### config.mk
export PLATFORM = sky130hd
export DESIGN_NAME = rally_arbiter
export DESIGN_NICKNAME = d
export VERILOG_FILES = /design/src/rtl/rally_arbiter.sv
export SDC_FILE = /design/constraint.sdc
export NUM_CORES = 1
export LEC_CHECK = 0
export CAP_MARGIN = 20
export CORE_MARGIN = 5
export CORE_UTILIZATION = 52
export CTS_CLUSTER_DIAMETER = 100
export CTS_CLUSTER_SIZE = 40
export DETAILED_ROUTE_END_ITERATION = 10
export PLACE_DENSITY = 0.87
export SLEW_MARGIN = 20
export SYNTH_ARGS = -nofsm -noshare
export SYNTH_HDL_FRONTEND = slang
export SYNTH_SLANG_ARGS = --single-unit
### constraint.sdc
create_clock -name frame_clk -period 3.51 [get_ports frame_clk]
set_input_delay 0.702 -clock frame_clk [delete_from_list [all_inputs] [get_ports frame_clk]]
set_output_delay 0.702 -clock frame_clk [all_outputs]
set_load 0.005 [all_outputs]
### src/rtl/rally_arbiter.sv
// rally_arbiter: referee FSM granting serve/return rights, scoring landings and ending the game at WIN_SCORE.
module rally_arbiter #(
  parameter int WIN_SCORE  = 11,
  parameter int POINT_HOLD = 60,
  parameter int SCORE_W    = 4
) (
  input  logic               frame_clk,
  input  logic               Reset,
  input  logic               start,
  input  logic               shoot1,
  input  logic               shoot2,
  input  logic               hit1,
  input  logic               hit2,
  input  logic               landed,
  input  logic               land_side,
  output logic               serve_en1,
  output logic               serve_en2,
  output logic               hit_en1,
  output logic               hit_en2,
  output logic               server,
  output logic               last_hitter,
  output logic [SCORE_W-1:0] score1,
  output logic [SCORE_W-1:0] score2,
  output logic               point_flash,
  output logic               game_over,
  output logic               winner,
  output logic [1:0]         state
);
  localparam int CW = $clog2(POINT_HOLD + 1);
  localparam logic [SCORE_W-1:0] WIN = SCORE_W'(WIN_SCORE);
  typedef enum logic [1:0] {SERVE, RALLY, POINT, OVER} state_t;
  state_t st, st_n;
  logic server_n, last_n, winner_n, hit1_q, hit2_q, acc_hit, done;
  logic [SCORE_W-1:0] score1_n, score2_n;
  logic [CW-1:0] cnt, cnt_n;
  // Only the receiver's fresh rising edge may take ownership of the shuttle.
  assign acc_hit = last_hitter ? (hit1 & ~hit1_q) : (hit2 & ~hit2_q);
  assign done = (score1 >= WIN) || (score2 >= WIN);
  assign serve_en1 = (st == SERVE) & ~server;
  assign serve_en2 = (st == SERVE) & server;
  assign hit_en1 = (st == RALLY) & last_hitter;
  assign hit_en2 = (st == RALLY) & ~last_hitter;
  assign point_flash = st == POINT;
  assign game_over = st == OVER;
  assign state = st;
  always_ff @(posedge frame_clk) begin
    if (Reset) begin
      st <= SERVE;
      server <= 1'b0;
      last_hitter <= 1'b0;
      score1 <= '0;
      score2 <= '0;
      cnt <= '0;
      winner <= 1'b0;
      hit1_q <= 1'b0;
      hit2_q <= 1'b0;
    end else begin
      st <= st_n;
      server <= server_n;
      last_hitter <= last_n;
      score1 <= score1_n;
      score2 <= score2_n;
      cnt <= cnt_n;
      winner <= winner_n;
      hit1_q <= hit1;
      hit2_q <= hit2;
    end
  end
  always_comb begin
    st_n = st;
    server_n = server;
    last_n = last_hitter;
    score1_n = score1;
    score2_n = score2;
    cnt_n = cnt;
    winner_n = winner;
    case (st)
      SERVE: if (server ? shoot2 : shoot1) begin
        st_n = RALLY;
        last_n = server;
      end
      RALLY: if (landed) begin
        // The point goes to the figure whose half the shuttle did not land in.
        st_n = POINT;
        server_n = ~land_side;
        score1_n = (land_side && score1 != '1) ? score1 + 1'b1 : score1;
        score2_n = (!land_side && score2 != '1) ? score2 + 1'b1 : score2;
      end else if (acc_hit) last_n = ~last_hitter;
      POINT: if (cnt == CW'(POINT_HOLD - 1)) begin
        cnt_n = '0;
        st_n = done ? OVER : SERVE;
        winner_n = done ? (score1 < WIN) : winner;
      end else cnt_n = cnt + 1'b1;
      OVER: if (start) begin
        st_n = SERVE;
        score1_n = '0;
        score2_n = '0;
        server_n = 1'b0;
        last_n = 1'b0;
      end
      default: st_n = SERVE;
    endcase
  end
endmodule

=== After elaboration in Yosys (flattened, before gate mapping) ===
Index checks and enable logic that the tools add are counted.

* Output and inout bits: 19
* Input bits: 9
* Register bits: 21

* Reduce and logical (&&, ||, !) cells: 13
* $add $sub $neg: 3
* Eq/ne operators: 14
* Muxes and demuxes: 23
* Magnitude comparators: 3
* Bitwise operators: 11

{| class="wikitable"
|+ Operator list
! cell !! number
|-
| 4-bit 2-to-1 mux || 5
|-
| 4-bit case mux with 2 select lines || 2
|-
| 4-bit AND reduction || 3
|-
| 2-bit 2-to-1 mux || 5
|-
| 4-bit by 1-bit adder with 4-bit output (second input constant) || 2
|-
| 4-bit greater-or-equal comparator (second input constant) || 2
|-
| 2-bit by 1-bit inequality test with 1-bit output (second input constant) || 4
|-
| 2-bit inequality test (second input constant) || 4
|-
| 4-bit inequality test (second input constant) || 2
|-
| 2-bit case mux with 4 select lines || 1
|-
| 1-bit 2-to-1 mux || 7
|-
| 6-bit by 1-bit adder with 6-bit output (second input constant) || 1
|-
| 1-bit bitwise AND || 6
|-
| 6-bit equality test (second input constant) || 1
|-
| 6-bit 2-to-1 mux || 1
|-
| 3-bit AND reduction || 2
|-
| 1-bit inverter || 5
|-
| 5-bit AND reduction || 1
|-
| 2-bit equality test (second input constant) || 2
|-
| 4-bit less-than comparator (second input constant) || 1
|-
| 1-bit case mux with 3 select lines || 1
|-
| 3-bit nonzero test || 1
|-
| 2-bit by 1-bit equality test with 1-bit output (second input constant) || 1
|-
| 1-bit logical AND || 2
|-
| 5 further kinds || 5
|}

=== Logic depth before layout (Yosys ltp) ===
* Depth in word-level cells: 6
* Mapped depth: 7
* Mapped depth without buffers: 6

=== Least setup slack after synthesis ===
OpenSTA, ideal clock, no wires.

* Path kind: reg-to-reg
* Start: reg st[1] (netlist: state[1])
* End: reg score1[3]
* Path slack: 1.431 ns
* Setup time: 0.096 ns
* Buffers on the path: 1
* Stages on the path, launching flop included: 8
* Arrival: 1.984 ns
* Data required time: 3.414 ns
* Period minus slack after synthesis: 2.079 ns
* Cell sequence: dfxtp_1 > inv_1 > ha_1 > nor2b_4 > or3_1 > buf_2 > or3_4 > o41ai_2

* Longest elaborated chain between the ends: 3
* Elaborated cells on any way between the ends: 8

{| class="wikitable"
|+ RTL lines
! element !! RTL line !! source
|-
| from (decl) || 32 || <nowiki>state_t st, st_n;</nowiki>
|-
| from (signal assigned) || 58 || <nowiki>st <= st_n;</nowiki>
|-
| 2-bit by 1-bit equality test with 1-bit output or 2-bit equality test (tied branches) || 77 || <nowiki>case (st)</nowiki>
|-
| 2-bit by 1-bit inequality test with 1-bit output (no line), or another cell as far along || - ||
|-
| 4-bit AND reduction (no line) || - ||
|-
| to (signal assigned) || 61 || <nowiki>score1 <= score1_n;</nowiki>
|-
| to (decl) || 22 || <nowiki>output logic [SCORE_W-1:0] score1,</nowiki>
|}

Several ways; a longest one is shown, not always the timed one.
A chain may end at the register's enable or synchronous reset.

=== Worst setup path after layout ===
* Start: reg st[1] (netlist: state[1])
* End: out hit_en1

* Longest elaborated chain between the ends: 2

{| class="wikitable"
|+ RTL lines
! element !! RTL line !! source
|-
| 2-bit by 1-bit equality test with 1-bit output || 41 || <nowiki>assign hit_en1 = (st == RALLY) & last_hitter;</nowiki>
|-
| 1-bit bitwise AND || 41 ||
|-
| to (decl) || 18 || <nowiki>output logic hit_en1,</nowiki>
|}

Every way passes these cells.

==> impl_metrics.ini <==
[route]
final_antenna_net_count = 0
route.detailed.drc = 0
post_drt_wl_per_cell_um = 15.1
postRouteWirelength_mm = 2.86
route.detailed.vias_per_inst = 5.92
detailedRoute.firstIterationViolations = 17
vias = 1119
firstDrtPassIters = 4

[global_route]
grt_pass1_wl_mm = 4.56
grt_max_degree = 18
grt_antenna_before_repair = 0
tot_gr_track_use_pct = 17.0
first_global_vias = 1074
groute.layer.met2.usage_pct = 30.8
grt.overflow.total = 0
globalRoute.busiestLayer = met2
gr-usage-met1_pct = 18.9
globalRouteMet3Util_pct = 2.67

[die]
dieWidth_um = 57.9
std_cell_rows = 17
fp.dieArea_um2 = 3350
initial_core_utilization_pct = 54.4
io_pins = 28
die_ht_um = 57.9
core_um2 = 2190

[setup_path]
setup.worst_path.start = state[1]$_SDFFE_PP0P_
worst_r2r_endpoint = score1[3]$_SDFFE_PP0P_
worst-setup-path-type = reg2out
slowest_stage = clkdlybuf4s50_1
critPathArrivalTime_ns = 1.86
setup_crit_end_kind = primary output
critical-path-top-cell-by-count = inv_1
ff2ff_setup_slack_ns = 1.09
critical_path.max_stage_delay_ns = 0.50
path_cells = inv_1, ha_1, inv_1, nor2_1, clkdlybuf4s50_1
worst-r2r-cell-count = 5
worstSetupStartpointType = flip-flop
worst-path-max-fanout = 7
critical_path_required_ns = 2.81
r2r_start = state[0]$_SDFFE_PP0P_

[yosys]
synth.top_cells.by_area = dfxtp_1, ha_1, a21oi_1, mux2i_1, nor2_1
synth-warning-count = 0
synth.yosys.seq_area_share_pct = 35.3
number_of_distinct_library_cells_after_synthesis = 42
async_reset_ff_share_pct = 0
synth.ff_latch_count = 21
synth_largest_area_cell = dfxtp_1
synth_enable_flop_cells = 0
mappedNetlistNets = 151
synth-main-ff-cell = dfxtp_1
synth_cells = 134
syn-cell-area_um2 = 1190
post-synth-top-area-fraction_pct = 35.3
syn_avg_cell_area_um2 = 8.89

[clocking]
postCtsResizedCells = 0
cts.hold.buffers_added = 0
clock-sinks = 21
post_cts.repair.setup_buffers = 0
worst_path_clk_slew_ns = 0.11
insertion_delay_ns = 0.29
clockRootBuffer = clkbuf_4
cts_tree = built
cts_made_buffers = 3
cts_max_path_buffers = 2
h-tree-depth = 1

[timing]
setup_slack_ns = 0.946
max_freq_mhz = 390
report.final.setup_viol = 0
finalHoldViolations = 0
final_max_slew_viols = 0
final_period_minus_worst_setup_slack_ns = 2.56
worst_pin_slew_ns = 0.649
fin_crit_sh_pct = 73.1
holdWs_ns = 0.534
rsz_0062_raised_after_global_routing = false
clock_skew_ns = 0.00129
fin_setup_tns_ns = 0
maxSlewHeadroom_pct = 56.7

[final_layout]
num-nets-final = 179
drive_gt1_share_pct = 5.59
number_of_antenna_repair_diodes = 0
area_used_by_multi_input_combinational_logic_um2 = 724
final_core_util_pct = 68.9
stdcell_count = 189
syn2layout_area_growth_pct = 26.8
post-route-cell-area_um2 = 1510
nFillCells = 183
most-common-layout-cells = clkdlybuf4s50_1, dfxtp_1, nor2_1
mostFrequentLayoutCell = clkdlybuf4s50_1
final-seq-area_um2 = 420

[power]
vdd_ir_drop_max_uv = 449
power_frac_seq_pct = 36.4
p_comb_share_pct = 51.1
power_spent_charging_and_discharging_nets_mw = 0.332
internal_dissipation_mw = 0.563
power.switching_fraction_pct = 37.1
clock_power_share_pct = 12.4
powerDensity_nw_per_um2 = 593
p_total_mw = 0.896
total_leakage_power_nw = 0.558

[flow_run]
max_cap_viol_count = 0

[placement]
place.detailed.instances = 185
port_buffers = 27
dp.final_hpwl_mm = 2.25
pre_cts_slack_ns = 0.902
final_weighted_congestion_in_routability_driven_placement = 0.848
placed_area_um2 = 1480

[worst_hold_path]
holdPathStages = 2
min_from = score2[1]$_SDFFE_PP0P_
hold_path.class = reg2reg
hold_endpoint = score2[1]$_SDFFE_PP0P_

[outcome]
outcome = finished, final reports clean
worst max-delay path: cells and delay by family (launching register included):
| family | cells | cell delay, ns |
|---|---|---|
| fa+ha+maj | 1 | 0.32 |
| buf+inv | 3 | 0.78 |
| flops | 1 | 0.37 |
| simple gates | 1 | 0.10 |
registers in the layout (all words and copies together), names as in the netlist:
name / flops
cnt: 6
hit1_q: 1
hit2_q: 1
last_hitter: 1
score1: 4
score2: 4
server: 1
state: 2
winner: 1
worst max path at each step:
stage                             end  slack, ns  cells after the start
4_1_cts                       hit_en1       0.93                      5
3_5_place_dp   score1[3]$_SDFFE_PP0P_       0.90                      5
3_3_place_gp   score1[3]$_SDFFE_PP0P_       1.02                      5
5_1_grt                       hit_en1       0.79                      5
6_report                      hit_en1       0.95                      5
2_1_floorplan  score1[3]$_SDFFE_PP0P_       1.43                      7
area by class of cell:
class                   instances  area share, %
inverters                       7           1.74
clock buffers                   4           1.74
well taps                      28           2.32
flip-flops and latches         21           27.8
multi-input cells             101           48.0
repair buffers                 28           18.4
metal layers:
metal / part of all wire (%) / routed length (um) / vias to the layer above
met1: 40 / 1160 / 534
met5: 0 / 0 / -
li1: - / - / 550
met4: 2.0 / 58 / 0
met3: 5.4 / 155 / 6
met2: 52 / 1490 / 29
synth_stat cells, types with 2 or more instances:
| library cell | n |
|---|---|
| dfxtp_1 | 21 |
| nor2_1 | 13 |
| a21oi_1 | 12 |
| ha_1 | 8 |
| inv_1 | 7 |
| nor2b_1 | 7 |
| mux2i_1 | 5 |
| nand4_1 | 4 |
| o21ai_0 | 4 |
| o21ai_1 | 4 |
| clkbuf_1 | 3 |
| nand2_1 | 3 |
| nand2b_1 | 3 |
| xor2_1 | 3 |
| a221oi_1 | 2 |
| a31oi_1 | 2 |
| a32o_1 | 2 |
| nand3_1 | 2 |
| nor3b_1 | 2 |
| o311ai_1 | 2 |
| o31ai_1 | 2 |
| o41ai_2 | 2 |
| or3_1 | 2 |
power by group through the flow:
stage                     clock network (mW)  registers [mW]  logic (mW)
after global routing                   0.129           0.332       0.502
after floorplan                            0           0.324       0.280
after detailed placement                   0           0.332       0.455
after global placement                     0           0.327       0.438
after CTS                              0.115           0.326       0.458
final                                  0.111           0.326       0.458
logic make-up after synthesis:
family / Yosys count / synth area share, %
buffers and inverters: 12 / 3.89
multiplexers: 5 / 4.20
adder cells (fa/ha/maj): 8 / 8.40
AO/OA/AOI/OAI: 39 / 23.4
AND/OR/NAND/NOR: 46 / 22.6
XOR/XNOR: 3 / 2.21
flip-flops: 21 / 35.3
No activity file was read; power rests on OpenSTA's default activity.
